[config.mk]
export PLATFORM = sky130hd
export DESIGN_NAME = inst_fetch_unit_flat
export DESIGN_NICKNAME = d
export VERILOG_FILES = /design/src/rtl/inst_fetch_unit_if.sv /design/src/rtl/inst_fetch_unit.sv /design/src/flat_wrapper.sv
export SDC_FILE = /design/constraint.sdc
export NUM_CORES = 1
export LEC_CHECK = 0
export BUFFER_PORTS_ARGS = -buffer_cell sky130_fd_sc_hd__buf_2
export CAP_MARGIN = 10
export CORE_UTILIZATION = 30
export DETAILED_ROUTE_END_ITERATION = 8
export SETUP_SLACK_MARGIN = 0.1
export SLEW_MARGIN = 30
export SYNTH_ARGS = -nofsm -noshare
export SYNTH_HDL_FRONTEND = slang
export SYNTH_SLANG_ARGS = --single-unit
[constraint.sdc]
create_clock -name clk -period 4.56 [get_ports clk]
set_input_delay 0.456 -clock clk [delete_from_list [all_inputs] [get_ports clk]]
set_output_delay 0.456 -clock clk [all_outputs]
set_load 0.02 [all_outputs]
[src/rtl/inst_fetch_unit_if.sv]
// Instruction-memory request/response bus between the fetch stage and imem.
// req/addr go out with the request; ready, rvalid and rdata come back.
interface inst_fetch_unit_if;
    logic        imem_req;
    logic [31:0] imem_addr;
    logic        imem_ready;
    logic        imem_rvalid;
    logic [31:0] imem_rdata;

    modport master (
        output imem_req,
        output imem_addr,
        input  imem_ready,
        input  imem_rvalid,
        input  imem_rdata
    );

    modport slave (
        input  imem_req,
        input  imem_addr,
        output imem_ready,
        output imem_rvalid,
        output imem_rdata
    );
endinterface

[src/rtl/inst_fetch_unit.sv]
// Instruction fetch stage: PC register, variable-latency imem handshake,
// one-at-a-time presentation to decode with branch/jump redirect on ack.
module inst_fetch_unit #(
    parameter logic [31:0] RESET_PC = 32'h0000_0000,
    parameter int unsigned CNT_W    = 32
) (
    input  logic                  clk,
    input  logic                  rst_n,
    inst_fetch_unit_if.master     imem,
    output logic                  inst_valid,
    output logic [31:0]           inst,
    output logic [5:0]            opcode,
    output logic [5:0]            funct,
    output logic [31:0]           pc,
    output logic [31:0]           pc_plus4,
    input  logic                  inst_ack,
    input  logic                  branch,
    input  logic                  jump,
    input  logic                  alu_zero,
    output logic [CNT_W-1:0]      inst_count
);

    typedef enum logic [1:0] {
        IDLE,
        REQ,
        WAIT,
        HOLD
    } state_t;

    state_t      state;
    state_t      state_nxt;
    logic [31:0] pc_nxt;
    logic [31:0] br_off;
    logic [31:0] jmp_tgt;

    assign opcode         = inst[31:26];
    assign funct          = inst[5:0];
    assign pc_plus4       = pc + 32'd4;
    assign imem.imem_addr = {pc[31:2], 2'b00};

    assign br_off  = {{14{inst[15]}}, inst[15:0], 2'b00};
    assign jmp_tgt = {pc_plus4[31:28], inst[25:0], 2'b00};

    // Jump takes priority over a taken branch.
    always_comb begin
        pc_nxt = pc_plus4;
        if (jump) begin
            pc_nxt = jmp_tgt;
        end else if (branch && alu_zero) begin
            pc_nxt = pc_plus4 + br_off;
        end
    end

    always_ff @(posedge clk or negedge rst_n) begin
        if (!rst_n) begin
            state <= IDLE;
        end else begin
            state <= state_nxt;
        end
    end

    always_comb begin
        state_nxt     = state;
        imem.imem_req = 1'b0;
        inst_valid    = 1'b0;
        case (state)
            IDLE: state_nxt = REQ;
            REQ: begin
                imem.imem_req = 1'b1;
                if (imem.imem_ready) state_nxt = WAIT;
            end
            WAIT: begin
                if (imem.imem_rvalid) state_nxt = HOLD;
            end
            HOLD: begin
                inst_valid = 1'b1;
                if (inst_ack) state_nxt = REQ;
            end
            default: state_nxt = IDLE;
        endcase
    end

    always_ff @(posedge clk or negedge rst_n) begin
        if (!rst_n) begin
            pc         <= RESET_PC;
            inst       <= '0;
            inst_count <= '0;
        end else begin
            if (state == WAIT && imem.imem_rvalid) begin
                inst <= imem.imem_rdata;
            end
            if (state == HOLD && inst_ack) begin
                pc         <= pc_nxt;
                inst_count <= inst_count + CNT_W'(1);
            end
        end
    end

endmodule
[src/flat_wrapper.sv]
// flat-port wrapper written by rule: the top's interface ports become plain ports
module inst_fetch_unit_flat 
#(
    parameter logic [31:0] RESET_PC = 32'h0000_0000,
    parameter int unsigned CNT_W    = 32
)
  (clk, rst_n, inst_valid, inst, opcode, funct, pc, pc_plus4, inst_ack, branch, jump, alu_zero, inst_count, imem_imem_req, imem_imem_addr, imem_imem_ready, imem_imem_rvalid, imem_imem_rdata);
  inst_fetch_unit_if imem_i ();
  input  logic clk;
  input  logic rst_n;
  output logic inst_valid;
  output logic [31:0] inst;
  output logic [5:0] opcode;
  output logic [5:0] funct;
  output logic [31:0] pc;
  output logic [31:0] pc_plus4;
  input  logic inst_ack;
  input  logic branch;
  input  logic jump;
  input  logic alu_zero;
  output logic [CNT_W-1:0] inst_count;
  output wire logic [$bits(imem_i.imem_req)-1:0] imem_imem_req;
  output wire logic [$bits(imem_i.imem_addr)-1:0] imem_imem_addr;
  input wire logic [$bits(imem_i.imem_ready)-1:0] imem_imem_ready;
  input wire logic [$bits(imem_i.imem_rvalid)-1:0] imem_imem_rvalid;
  input wire logic [$bits(imem_i.imem_rdata)-1:0] imem_imem_rdata;
  assign imem_imem_req = imem_i.imem_req;
  assign imem_imem_addr = imem_i.imem_addr;
  assign imem_i.imem_ready = imem_imem_ready;
  assign imem_i.imem_rvalid = imem_imem_rvalid;
  assign imem_i.imem_rdata = imem_imem_rdata;
  inst_fetch_unit #(.RESET_PC(RESET_PC), .CNT_W(CNT_W)) u_core (.clk(clk), .rst_n(rst_n), .imem(imem_i), .inst_valid(inst_valid), .inst(inst), .opcode(opcode), .funct(funct), .pc(pc), .pc_plus4(pc_plus4), .inst_ack(inst_ack), .branch(branch), .jump(jump), .alu_zero(alu_zero), .inst_count(inst_count));
endmodule
==> summary by stage <==
Status
The run finished with clean final reports.

Synth
By area the synthesized netlist is led by sky130_fd_sc_hd__dfrtp_1 (36%), sky130_fd_sc_hd__ha_1 (7.7%), sky130_fd_sc_hd__xnor2_1 (7.5%), sky130_fd_sc_hd__buf_4 (5.4%), sky130_fd_sc_hd__mux2_2 (5.4%). Counting flops and latches in the post-synthesis netlist gives 96. The share of flip-flops with an asynchronous set or reset after synthesis is 100%.

Dividing the synthesized area by the synthesized cell count gives 9.23 um^2. The count of yosys warnings during synthesis is 0. The sequential fraction of the synthesis area is 36.0%. Synthesis handed over a netlist of 723 instances. The synthesized design spends more area on one cell type than any other, namely sky130_fd_sc_hd__dfrtp_1. The most used flip-flop cell after synthesis is sky130_fd_sc_hd__dfrtp_1. In this run, distinct cell masters in the synthesized netlist total 64. The top cell type by area accounts for 36.0% of the synthesized area. The synthesized design contains 0 enable-type register cells. The cell area that synthesis handed to floorplanning was 6680 um^2.

Final layout
In the layout the commonest cells are sky130_fd_sc_hd__buf_2 (206), sky130_fd_sc_hd__dfrtp_1 (96), sky130_fd_sc_hd__nand2_1 (72). The post-layout net count is 971. Relative to the synthesized area, the layout overhead comes to 20.4%.

The repair_antennas step left the layout with diodes totalling 0. In the final layout, the share of cells above drive strength 1 is 32.2%. The commonest non-fill, non-tap cell in the layout is sky130_fd_sc_hd__buf_2.

The cell area after layout is 8030 um^2.

Setup path
The largest single stage delay on the critical path is 450 ps. The worst path required time is 4830 ps. The arrival time reported for the critical path endpoint is 4370 ps. Grouping stages by cell kind, the critical path spends the most delay in simple AND/OR/NAND/NOR gates. The critical path contains buffers and inverters numbering 0 combined. The classification of the worst setup path is flip-flop to flip-flop.

The register-to-register setup slack is 460 ps. The critical path goes through and3_2 > nand3_1 > nor3_4 > and3_2 > xor2_2 > ha_1 > and4_1 > and4_1 > o2111ai_2 > o211ai_1 > o41ai_2 > nor2_1 > or4_4 > and4_4 > o31ai_2. The top fanout value on the critical path is 7. The kind of capture point of the worst setup path is a flip-flop. STA classifies the critical path startpoint as a flip-flop. The highest-delay cell along the critical path is sky130_fd_sc_hd__dfrtp_1.

STA
The final hold violation count was 0. For the pin with the worst max-slew slack, the measured transition is 946 ps. The total negative slack for setup checks is 0 ps. The setup violation total in the final timing report is 0. Across the routed clock network, the largest skew measured is 10.1 ps. The worst-case headroom to the max-slew limit is 36.9%. The maximum clock frequency is 244 MHz.

The count of pins over their slew limit came to 0. Setup repair after global routing left no endpoint under its margin. The worst path uses 89.9% of the clock period. Counting I/O delays and the setup requirement, the final critical path takes 4100 ps.

Die
Once the floorplan was initialized, standard cells occupied 30.6% of the core. The area of the die is 22900 um^2. The area inside the core boundary is 21800 um^2.

After floorplanning, the core was divided into 54 placement rows. In this run the horizontal extent of the chip is 151 um. The number of top-level design ports is 214. The floorplan step set the die height to 151 um.

Run
The number of max-cap violations is 0.

Drt
The count of nets left with antenna violations once routing finished came out at 0. In the final routed layout, each cell accounts on average for 16.7 um. The total routed wirelength is 19600 um. The first detailed-routing pass took 6 iterations. For this block, the via count after detailed routing is 5839. The first-iteration detailed-routing DRC count is 290. For this run, design rule violations remaining after detail routing come to 0. In the routed layout, each cell is associated on average with a via count of 4.97.

Pwr
The share of power burned in combinational logic is 63.9%. The sequential share of power is 24.5%. The clock network accounts for 11.6% of the total power. Of the total power, the share spent switching nets is 51.9%.

The maximum resistive drop on vdd is 0.000444 V. The net load switching power is 3.40 mW. The power density over the cells is 816 nW/um^2. Summed over all cells, the static leakage comes to 3.93 nW. The internal power contribution is 3.16 mW.

Global route
The first global-routing pass estimated 29600 um of wire. After global routing the overflow that remains totals 0. The pin count of the biggest net entering global routing is 66.

The number of global-route vias before repair came to 5327. Global routing consumed, over all layers together, 17.1% of the routing resources. The initial antenna violation count came to 0.

CTS
The clock tree buffer depth is 2. The H-tree depth reported by CTS is 3. Clock-pin slew was measured on the worst setup and hold paths at 80 ps.

The TritonCTS clock tree is done. The number of buffers created by CTS is 9. Clock tree synthesis selected as its root buffer the cell sky130_fd_sc_hd__clkbuf_16.

The number of clock sinks is 96. The clock network latency to the later pin of the worst-skew pair is 360 ps.

Placed design
The placed cell area is 7710 um^2. In this run the tool buffered the top-level ports with 207 buffer cells. The placer congestion estimate is 0.870. Summed over all nets, the half-perimeter wirelength after detailed placement is 14800 um.

Min path
The worst min-delay path category is primary input to asynchronous set/reset pin.
==> final timing paths <==
| check | start | to | cells past startpoint |
|---|---|---|---|
| worst max register to register | u_core.pc[4]$_DFFE_PN0P_ | u_core.pc[31]$_DFFE_PN0P_ | 15 |
| worst min-delay path | rst_n | u_core.inst_count[30]$_DFFE_PN0P_ | 1 |
| worst min register to register | u_core.inst_count[31]$_DFFE_PN0P_ | u_core.inst_count[31]$_DFFE_PN0P_ | 1 |
| max in group asynchronous | rst_n | u_core.pc[6]$_DFFE_PN0P_ | 2 |
| min in group clk | imem_imem_rdata[23] | u_core.inst[23]$_DFFE_PN0P_ | 2 |
| worst max-delay path | u_core.pc[4]$_DFFE_PN0P_ | u_core.pc[31]$_DFFE_PN0P_ | 15 |
==> cell families (layout without fill, tap and decap cells) <==
family / Yosys count / in the layout / synth area share [%]
simple gates: 232 / 232 / 17.2
compound gates: 152 / 152 / 14.6
flops: 96 / 96 / 36.0
xor+xnor: 82 / 82 / 10.8
buf+inv: 82 / 248 / 7.42
fa+ha+maj: 42 / 42 / 7.98
mux: 36 / 36 / 6.02
other cells: 1 / 6 / 0.0562
==> per-layer routing <==
metal	track usage, %	part of all wire (%)	vias to the layer above
met5	0	0	-
met4	5.60	1.5	0
met3	3.19	5.7	20
met2	27.5	47	168
met1	23.2	46	2787
li1	-	-	2864
==> power by group through the flow <==
| stage | Clock, mW | Combinational (mW) | Sequential, mW |
|---|---|---|---|
| 2_1_floorplan | 0 | 2.89 | 1.85 |
| 3_3_place_gp | 0 | 4.16 | 1.62 |
| 3_5_place_dp | 0 | 4.18 | 1.63 |
| 4_1_cts | 0.789 | 4.20 | 1.61 |
| 5_1_grt | 0.825 | 4.58 | 1.67 |
| 6_report | 0.763 | 4.19 | 1.61 |
==> synth_stat cells, drive strengths merged, types with 9 or more instances <==
| master | n |
|---|---|
| nand3 | 36 |
| nand2 | 75 |
| clkbuf | 14 |
| a21oi | 50 |
| o21ai | 37 |
| buf | 54 |
| ha | 41 |
| nor3 | 11 |
| nand4 | 11 |
| nor2 | 46 |
| or3 | 9 |
| xor2 | 25 |
| dfrtp | 96 |
| xnor2 | 57 |
| inv | 14 |
| and3 | 20 |
| a21o | 10 |
| mux2 | 33 |
==> worst register-to-register path, delay by kind of cell (launching register included) <==
family	cells	cell delay [ps]
DFF	1	450
adders and majority gates	1	330
and+or+nand+nor	9	2280
xor gates and xnor gates	1	200
AOI/OAI and AO/OA	4	750
==> state kept, by name (all words and copies together), names as in the netlist <==
register / cells
u_core.state: 2
u_core.inst_count: 32
u_core.inst: 32
u_core.pc: 30
==> timing repair <==
| item | 4_1_cts | 5_1_grt |
|---|---|---|
| resized for setup | 0 | 2 |
| setup endpoints to repair | 0 | 1 |
| hold buffers | 0 | 0 |
| buffers inserted | 0 | 2 |
| endpoints found under the hold margin | 0 | 0 |
==> through the flow <==
stage | power [mW] | cells | worst slack, ps | hold WS (ps) | utilization [%]
final | 6.56 | 1174 | 462 | 82.8 | 36.8
after global routing | 7.08 | 1174 | 169 | 124 | 36.8
after CTS | 6.60 | 1172 | 321 | 243 | 36.6
after detailed placement | 5.80 | 1156 | 337 | 460 | 35.3
after global placement | 5.78 | 1156 | 459 | 460 | 35.3
after floorplan | 4.74 | 728 | 468 | 160 | -
==> cell type report <==
type / instances / area, um^2
well taps: 280 / 350
inverters: 14 / 52.6
repair buffers: 218 / 1120
multi-input cells: 550 / 3820
clock inverters: 7 / 58.8
fillers: 2224 / 13800
clock buffers: 9 / 225
flip-flops and latches: 96 / 2400
(Power assumes the default switching activity.)
